===== config.mk =====
export PLATFORM = sky130hd
export DESIGN_NAME = if_stage_flat
export DESIGN_NICKNAME = d
export VERILOG_FILES = /design/src/rtl/if_stage_pkg.sv /design/src/rtl/if_stage_if.sv /design/src/rtl/if_stage_if_id_reg.sv /design/src/rtl/if_stage.sv /design/src/flat_wrapper.sv
export SDC_FILE = /design/constraint.sdc
export NUM_CORES = 1
export LEC_CHECK = 0
export CAP_MARGIN = 30
export CORE_MARGIN = 3
export CORE_UTILIZATION = 56
export DETAILED_ROUTE_END_ITERATION = 8
export PLACE_DENSITY = 0.82
export RECOVER_POWER = 100
export SYNTH_ARGS = -nofsm -noshare
export SYNTH_HDL_FRONTEND = slang
export SYNTH_SLANG_ARGS = --single-unit
export TNS_END_PERCENT = 50

===== constraint.sdc =====
create_clock -name clk -period 4.9 [get_ports clk]
set_input_delay 1.225 -clock clk [delete_from_list [all_inputs] [get_ports clk]]
set_output_delay 1.225 -clock clk [all_outputs]
set_load 0.005 [all_outputs]

===== src/rtl/if_stage_pkg.sv =====
// Shared constants, state encodings and helpers for the instruction-fetch stage.
package if_stage_pkg;

    localparam logic [31:0] NOP              = 32'h0000_0013;
    localparam logic [31:0] DEFAULT_RESET_PC = 32'h0000_0000;

    localparam logic [1:0] ST_IDLE = 2'd0;
    localparam logic [1:0] ST_REQ  = 2'd1;
    localparam logic [1:0] ST_WAIT = 2'd2;
    localparam logic [1:0] ST_HOLD = 2'd3;

    typedef enum logic [1:0] {
        StIdle = ST_IDLE,
        StReq  = ST_REQ,
        StWait = ST_WAIT,
        StHold = ST_HOLD
    } fetch_state_e;

    function automatic logic [31:0] pc_inc(input logic [31:0] pc);
        return pc + 32'd4;
    endfunction

endpackage


===== src/rtl/if_stage_if.sv =====
// Instruction-memory fetch handshake: single outstanding request, separate response.
interface if_stage_if;

    logic        imem_req;
    logic [31:0] imem_addr;
    logic        imem_ready;
    logic        imem_rvalid;
    logic [31:0] imem_rdata;

    modport master (
        output imem_req,
        output imem_addr,
        input  imem_ready,
        input  imem_rvalid,
        input  imem_rdata
    );

    modport slave (
        input  imem_req,
        input  imem_addr,
        output imem_ready,
        output imem_rvalid,
        output imem_rdata
    );

endinterface


===== src/rtl/if_stage_if_id_reg.sv =====
// IF/ID pipeline register: hold beats load, load beats bubble.
module if_id_reg
    import if_stage_pkg::*;
(
    input  logic        clk,
    input  logic        rst_n,
    input  logic        load,
    input  logic        bubble,
    input  logic        hold,
    input  logic [31:0] instr,
    input  logic [31:0] pc,
    input  logic [31:0] pc_plus4,
    output logic [31:0] instr_id,
    output logic [31:0] pc_id,
    output logic [31:0] pc_plus4_id,
    output logic        valid_id
);

    always_ff @(posedge clk or negedge rst_n) begin
        if (!rst_n) begin
            instr_id    <= NOP;
            pc_id       <= 32'h0;
            pc_plus4_id <= 32'h0;
            valid_id    <= 1'b0;
        end else if (!hold) begin
            if (load) begin
                instr_id    <= instr;
                pc_id       <= pc;
                pc_plus4_id <= pc_plus4;
                valid_id    <= 1'b1;
            end else if (bubble) begin
                // Bubble keeps the PC fields so decode still sees a sane address.
                instr_id <= NOP;
                valid_id <= 1'b0;
            end
        end
    end

endmodule


===== src/rtl/if_stage.sv =====
// Instruction-fetch stage: PC, single-outstanding imem handshake, hold buffer, IF/ID.
module if_stage
    import if_stage_pkg::*;
#(
    parameter logic [31:0] RESET_PC = DEFAULT_RESET_PC
) (
    input  logic              clk,
    input  logic              rst_n,
    input  logic              stall_if,
    input  logic              pc_src,
    input  logic [31:0]       new_pc,
    if_stage_if.master        imem,
    output logic [31:0]       instr_id,
    output logic [31:0]       pc_id,
    output logic [31:0]       pc_plus4_id,
    output logic              valid_id
);

    fetch_state_e state_q, state_d;
    logic [31:0]  fetch_pc_q, fetch_pc_d;
    logic [31:0]  req_pc_q, req_pc_d;
    logic         drop_q, drop_d;
    logic [31:0]  hold_instr_q, hold_instr_d;
    logic [31:0]  hold_pc_q, hold_pc_d;

    logic         redirect;
    logic         fetch_req;
    logic [31:0]  fetch_addr;
    logic         deliver;
    logic [31:0]  del_instr;
    logic [31:0]  del_pc;

    assign redirect = pc_src & ~stall_if;

    always_comb begin
        state_d      = state_q;
        fetch_pc_d   = fetch_pc_q;
        req_pc_d     = req_pc_q;
        drop_d       = drop_q;
        hold_instr_d = hold_instr_q;
        hold_pc_d    = hold_pc_q;
        fetch_req    = 1'b0;
        fetch_addr   = fetch_pc_q;
        deliver      = 1'b0;
        del_instr    = hold_instr_q;
        del_pc       = hold_pc_q;

        if (redirect) begin
            fetch_pc_d = new_pc;
        end

        unique case (state_q)
            StIdle: state_d = StReq;
            StReq: begin
                fetch_req  = 1'b1;
                fetch_addr = redirect ? new_pc : fetch_pc_q;
                if (imem.imem_ready) begin
                    req_pc_d = fetch_addr;
                    state_d  = StWait;
                end
            end
            StWait: begin
                if (imem.imem_rvalid) begin
                    if (redirect || drop_q || !stall_if) begin
                        drop_d    = 1'b0;
                        fetch_req = 1'b1;
                        if (redirect) begin
                            fetch_addr = new_pc;
                        end else if (!drop_q) begin
                            deliver    = 1'b1;
                            del_instr  = imem.imem_rdata;
                            del_pc     = req_pc_q;
                            fetch_addr = pc_inc(req_pc_q);
                            fetch_pc_d = fetch_addr;
                        end
                        // Back-to-back issue: stay in WAIT if memory takes it now.
                        if (imem.imem_ready) begin
                            req_pc_d = fetch_addr;
                        end else begin
                            state_d = StReq;
                        end
                    end else begin
                        hold_instr_d = imem.imem_rdata;
                        hold_pc_d    = req_pc_q;
                        state_d      = StHold;
                    end
                end else if (redirect) begin
                    drop_d = 1'b1;
                end
            end
            StHold: begin
                if (redirect) begin
                    state_d = StReq;
                end else if (!stall_if) begin
                    deliver    = 1'b1;
                    fetch_pc_d = pc_inc(hold_pc_q);
                    state_d    = StReq;
                end
            end
            default: state_d = StIdle;
        endcase

        imem.imem_req  = fetch_req;
        imem.imem_addr = fetch_addr;
    end

    always_ff @(posedge clk or negedge rst_n) begin
        if (!rst_n) begin
            state_q      <= StIdle;
            fetch_pc_q   <= RESET_PC;
            req_pc_q     <= 32'h0;
            drop_q       <= 1'b0;
            hold_instr_q <= 32'h0;
            hold_pc_q    <= 32'h0;
        end else begin
            state_q      <= state_d;
            fetch_pc_q   <= fetch_pc_d;
            req_pc_q     <= req_pc_d;
            drop_q       <= drop_d;
            hold_instr_q <= hold_instr_d;
            hold_pc_q    <= hold_pc_d;
        end
    end

    if_id_reg u_if_id_reg (
        .clk         (clk),
        .rst_n       (rst_n),
        .load        (deliver),
        .bubble      (~stall_if & ~deliver),
        .hold        (stall_if),
        .instr       (del_instr),
        .pc          (del_pc),
        .pc_plus4    (pc_inc(del_pc)),
        .instr_id    (instr_id),
        .pc_id       (pc_id),
        .pc_plus4_id (pc_plus4_id),
        .valid_id    (valid_id)
    );

endmodule


===== src/flat_wrapper.sv =====
// flat-port wrapper written by rule: the top's interface ports become plain ports
module if_stage_flat import if_stage_pkg::*;
#(
    parameter logic [31:0] RESET_PC = DEFAULT_RESET_PC
)
  (clk, rst_n, stall_if, pc_src, new_pc, instr_id, pc_id, pc_plus4_id, valid_id, imem_imem_req, imem_imem_addr, imem_imem_ready, imem_imem_rvalid, imem_imem_rdata);
  if_stage_if imem_i ();
  input  logic clk;
  input  logic rst_n;
  input  logic stall_if;
  input  logic pc_src;
  input  logic [31:0] new_pc;
  output logic [31:0] instr_id;
  output logic [31:0] pc_id;
  output logic [31:0] pc_plus4_id;
  output logic valid_id;
  output wire logic [$bits(imem_i.imem_req)-1:0] imem_imem_req;
  output wire logic [$bits(imem_i.imem_addr)-1:0] imem_imem_addr;
  input wire logic [$bits(imem_i.imem_ready)-1:0] imem_imem_ready;
  input wire logic [$bits(imem_i.imem_rvalid)-1:0] imem_imem_rvalid;
  input wire logic [$bits(imem_i.imem_rdata)-1:0] imem_imem_rdata;
  assign imem_imem_req = imem_i.imem_req;
  assign imem_imem_addr = imem_i.imem_addr;
  assign imem_i.imem_ready = imem_imem_ready;
  assign imem_i.imem_rvalid = imem_imem_rvalid;
  assign imem_i.imem_rdata = imem_imem_rdata;
  if_stage #(.RESET_PC(RESET_PC)) u_core (.clk(clk), .rst_n(rst_n), .stall_if(stall_if), .pc_src(pc_src), .new_pc(new_pc), .imem(imem_i), .instr_id(instr_id), .pc_id(pc_id), .pc_plus4_id(pc_plus4_id), .valid_id(valid_id));
endmodule

==> run_results.csv <==
group,metric,value,unit
yosys,synthArstFlopShare,100,%
pwr,p_leak,7.49,nW
critical_path,required,3.67,ns
run_status,run_status,"finished, violations left",
cells_and_area,diodes,0,
critical_path,r2r-end,"u_core.hold_instr_q[9]",
grt,grt_pass1_vias,13400,
critical_path,crit_arrival,3.59,ns
yosys,yosysWarnings,0,
critical_path,slowest_delay,0.63,ns
floorplan,pin_count,200,
clock_tree,cts_buffers,25,
placed_design,portBuffers,199,
placed_design,placed_area,16400,um^2
grt,antenna_found_initial,0,
clock_tree,clk_latency,0.54,ns
floorplan,die_w,164,um
pwr,pwr-share-clk,19.9,%
yosys,synth_top_family_by_area,"compound AO/OA/AOI/OAI gates",
yosys,synth_edf_count,0,
cells_and_area,final_nets,1840,
critical_path,r2r_cells,6,
placed_design,dpl.hpwl,36600,um
pwr,power_switching,4.54,mW
drt,routed_wl,52400,um
clock_tree,cts_sinks,226,
sta,hold_slack,0.484,ns
grt,grt.total_usage,38.4,%
pwr,powerDensity,628,nW/um^2
floorplan,die_y,164,um
clock_tree,htree_levels,1,
floorplan,initial_core_util,57.1,%
drt,via_count,14000,
pwr,p_seq_share,32.7,%
yosys,synth.distinct_cells,80,
cells_and_area,flow.area_growth_from_synthesis,23.6,%
placed_design,gp_congestion,1.02,
pwr,swShare,42.0,%
sta,min_period_over_period,98.4,%
drt,drt_iter0_markers,2107,
cells_and_area,final_area,17200,um^2
min_path,min-delay-start,"u_core.u_if_id_reg.pc_plus4_id[19]",
grt,grtUsageMet2,56.3,%
floorplan,rows,57,
clock_tree,clock-root-buffer,"clkbuf_16",
yosys,synth_top_area_cell,"dfrtp_1",
pwr,power,10.8,mW
yosys,synthTopCellsByArea,"dfrtp_1, nand2_1, mux2_2",
grt,grt_first_pass_wirelength,80100,um
min_path,min_to,"u_core.u_if_id_reg.pc_plus4_id[19]",
run,drv_cap,4,
pwr,combinationalPowerShare,47.4,%
critical_path,cp_top_family,"buffers and inverters",
grt,grt_max_degree,105,
yosys,yosysMostFrequentCell,"dfrtp_1",
sta,relSlewSlack,-87.8,%
min_path,hp-class,"flip-flop to flip-flop",
yosys,synth_seq_cells,226,
yosys,synth.top_cell.area_share,40.1,%
clock_tree,clock_path_buffers,3,
grt,top_usage_layer,"met1",
grt,grt_use_met1,56.8,%
clock_tree,cts_tree,"yes",
sta,timing_hold_violations_final,0,
critical_path,path_max_fanout,11,
yosys,synth_cells,1604,
grt,grt-ovfl-total,0,
sta,slew_violations,202,
sta,fmax,207,MHz
yosys,ys_seq_area_share,40.6,%
sta,clock_skew,0.0122,ns
pwr,vdd_drop_max,0.449,mV
yosys,netlist_area,13900,um^2
drt,final_antenna_net_count,0,
sta,worst_pin_slew,2.82,ns
sta,setup_violations,0,
critical_path,slowest_stage,"clkdlybuf4s50_1",
drt,drtPass1Iterations,7,
yosys,synthSimpleGateAreaFrac,19.1,%
yosys,muxShareOfSynthArea,8.65,%
critical_path,reg2reg_setup_slack,0.40,ns
critical_path,crit_type,"primary input to output port",
yosys,synth_compound_area_share,21.1,%
critical_path,worst-path-buf-inv,3,
sta,finalSetupTns,0,ns
drt,route.detailed.drc,0,
min_path,min_path_cells,2,
yosys,syn-num-nets,1681,
yosys,synthAdderAreaFrac,0.629,%
sta,period_needed,4.82,ns
clock_tree,post_cts_buffers,0,
drt,wl_per_cell,24.9,um
yosys,syn-mean-instance-area,8.68,um^2
drt,vias_per_cell,6.67,
yosys,yosys-top-cells-count,"dfrtp_1, nand2_1, nor2_1, o21ai_0, a21oi_1",
run_status,violations,"max-capacitance violations, max-slew violations",
floorplan,core,24400,um^2
critical_path,worstSetupStartpointType,"primary input",
critical_path,end_kind,"output port",
pwr,p_int,6.26,mW
yosys,ys.flop_type,"dfrtp_1",
cells_and_area,drive_gt1_share,11.9,%
clock_tree,clk_pin_slew_worst_paths,0.06,ns
grt,grt.met3_usage,10.1,%
floorplan,dieArea,26800,um^2
sta,grt_setup_unrepaired,"yes",
yosys,synth_xor_area_share,4.91,%
critical_path,path_cells,"clkdlybuf4s50_1, nand2_1, a21o_1, buf_4, a22oi_1, o21ai_0, dlygate4sd3_1",
critical_path,rr_startpoint,"u_core.state_q[0]",
tightest hold or removal path: cells and delay by family, from the launching register on:
kind,cells,cell delay (ns)
DFF,1,0.35
and+or+nand+nor,1,0.05
AOI/OAI and AO/OA,1,0.06
cell usage in the layout, fill, tap and decap left out, types with 17 or more instances in the layout:
master             n
nand2b_1          17
buf_4             60
a31oi_1           23
a221o_1           38
o221ai_1          24
mux2i_1           45
a21oi_1          105
nand2_1          207
nand3_1           44
xnor2_1           53
xor2_1            25
clkbuf_16         25
o21ai_0          129
nor2_1           151
dfrtp_1          220
nor3_1            37
dlygate4sd3_1    107
a22oi_1           17
mux2_2            67
clkdlybuf4s50_1   89
and3_1            38
cell families (layout without fill, tap and decap cells):
family / after synthesis / count (layout)
AOI/OAI and AO/OA: 449 / 449
xor gates and xnor gates: 78 / 78
adders and majority gates: 7 / 7
buffers and inverters: 167 / 345
DFF: 226 / 226
muxes: 112 / 112
and+or+nand+nor: 565 / 565
power by group through the flow:
stage	logic (mW)	registers [mW]	clock network [mW]
CTS	5.16	3.49	2.16
global route	5.48	3.61	2.24
detailed placement	5.13	3.50	0
floorplan	2.99	3.12	0
finish	5.12	3.53	2.15
global placement	5.04	3.47	0
stage by stage:
step                      cells  setup WS [ns]  util, %
after floorplan            1604          0.571        -
after global placement     2059         0.0811     67.1
after detailed placement   2059         0.0857     67.1
after CTS                  2105         0.0428     71.0
after global routing       2106       -0.00111     70.6
final                      2106         0.0806     70.6
sequential cells by signal, indices dropped and copies added (netlist names):
name,count
u_core.req_pc_q,32
u_core.state_q,2
u_core.u_if_id_reg.pc_plus4_id,30
u_core.hold_instr_q,32
u_core.hold_pc_q,32
u_core.drop_q,1
u_core.u_if_id_reg.instr_id,32
u_core.u_if_id_reg.pc_id,32
u_core.u_if_id_reg.valid_id,1
u_core.fetch_pc_q,32
metal layers:
layer | vias up | wire, um
met5 | - | 0
met4 | 0 | 1300
met3 | 130 | 6670
met2 | 989 | 22600
met1 | 6825 | 21900
li1 | 6099 | -
timing repair:
item / CTS / global route
gates resized for setup: 0 / 6
endpoints found under the setup margin: 0 / 8
hold buffers: 0 / 0
layout make-up:
type / count / area (um^2)
clock buffers: 32 / 722
clock inverters: 14 / 224
fillers: 1928 / 7180
inverters: 17 / 63.8
multi-input cells: 1211 / 7590
flip-flops and latches: 226 / 5660
well taps: 324 / 405
repair buffers: 282 / 2540
how the worst max path moves through the flow:
stage / slack [ns] / cells after the start / startpoint / endpoint
2_1_floorplan: 0.57 / 15 / imem_imem_rvalid / u_core.u_if_id_reg.pc_plus4_id[26]
3_3_place_gp: 0.08 / 7 / imem_imem_rvalid / imem_imem_addr[11]
3_5_place_dp: 0.09 / 7 / imem_imem_rvalid / imem_imem_addr[11]
4_1_cts: 0.04 / 8 / u_core.req_pc_q[10] / imem_imem_addr[31]
5_1_grt: -0.001 / 8 / u_core.req_pc_q[18] / imem_imem_addr[31]
6_report: 0.08 / 7 / imem_imem_rvalid / imem_imem_addr[17]
No activity file was read; power rests on OpenSTA's default activity.
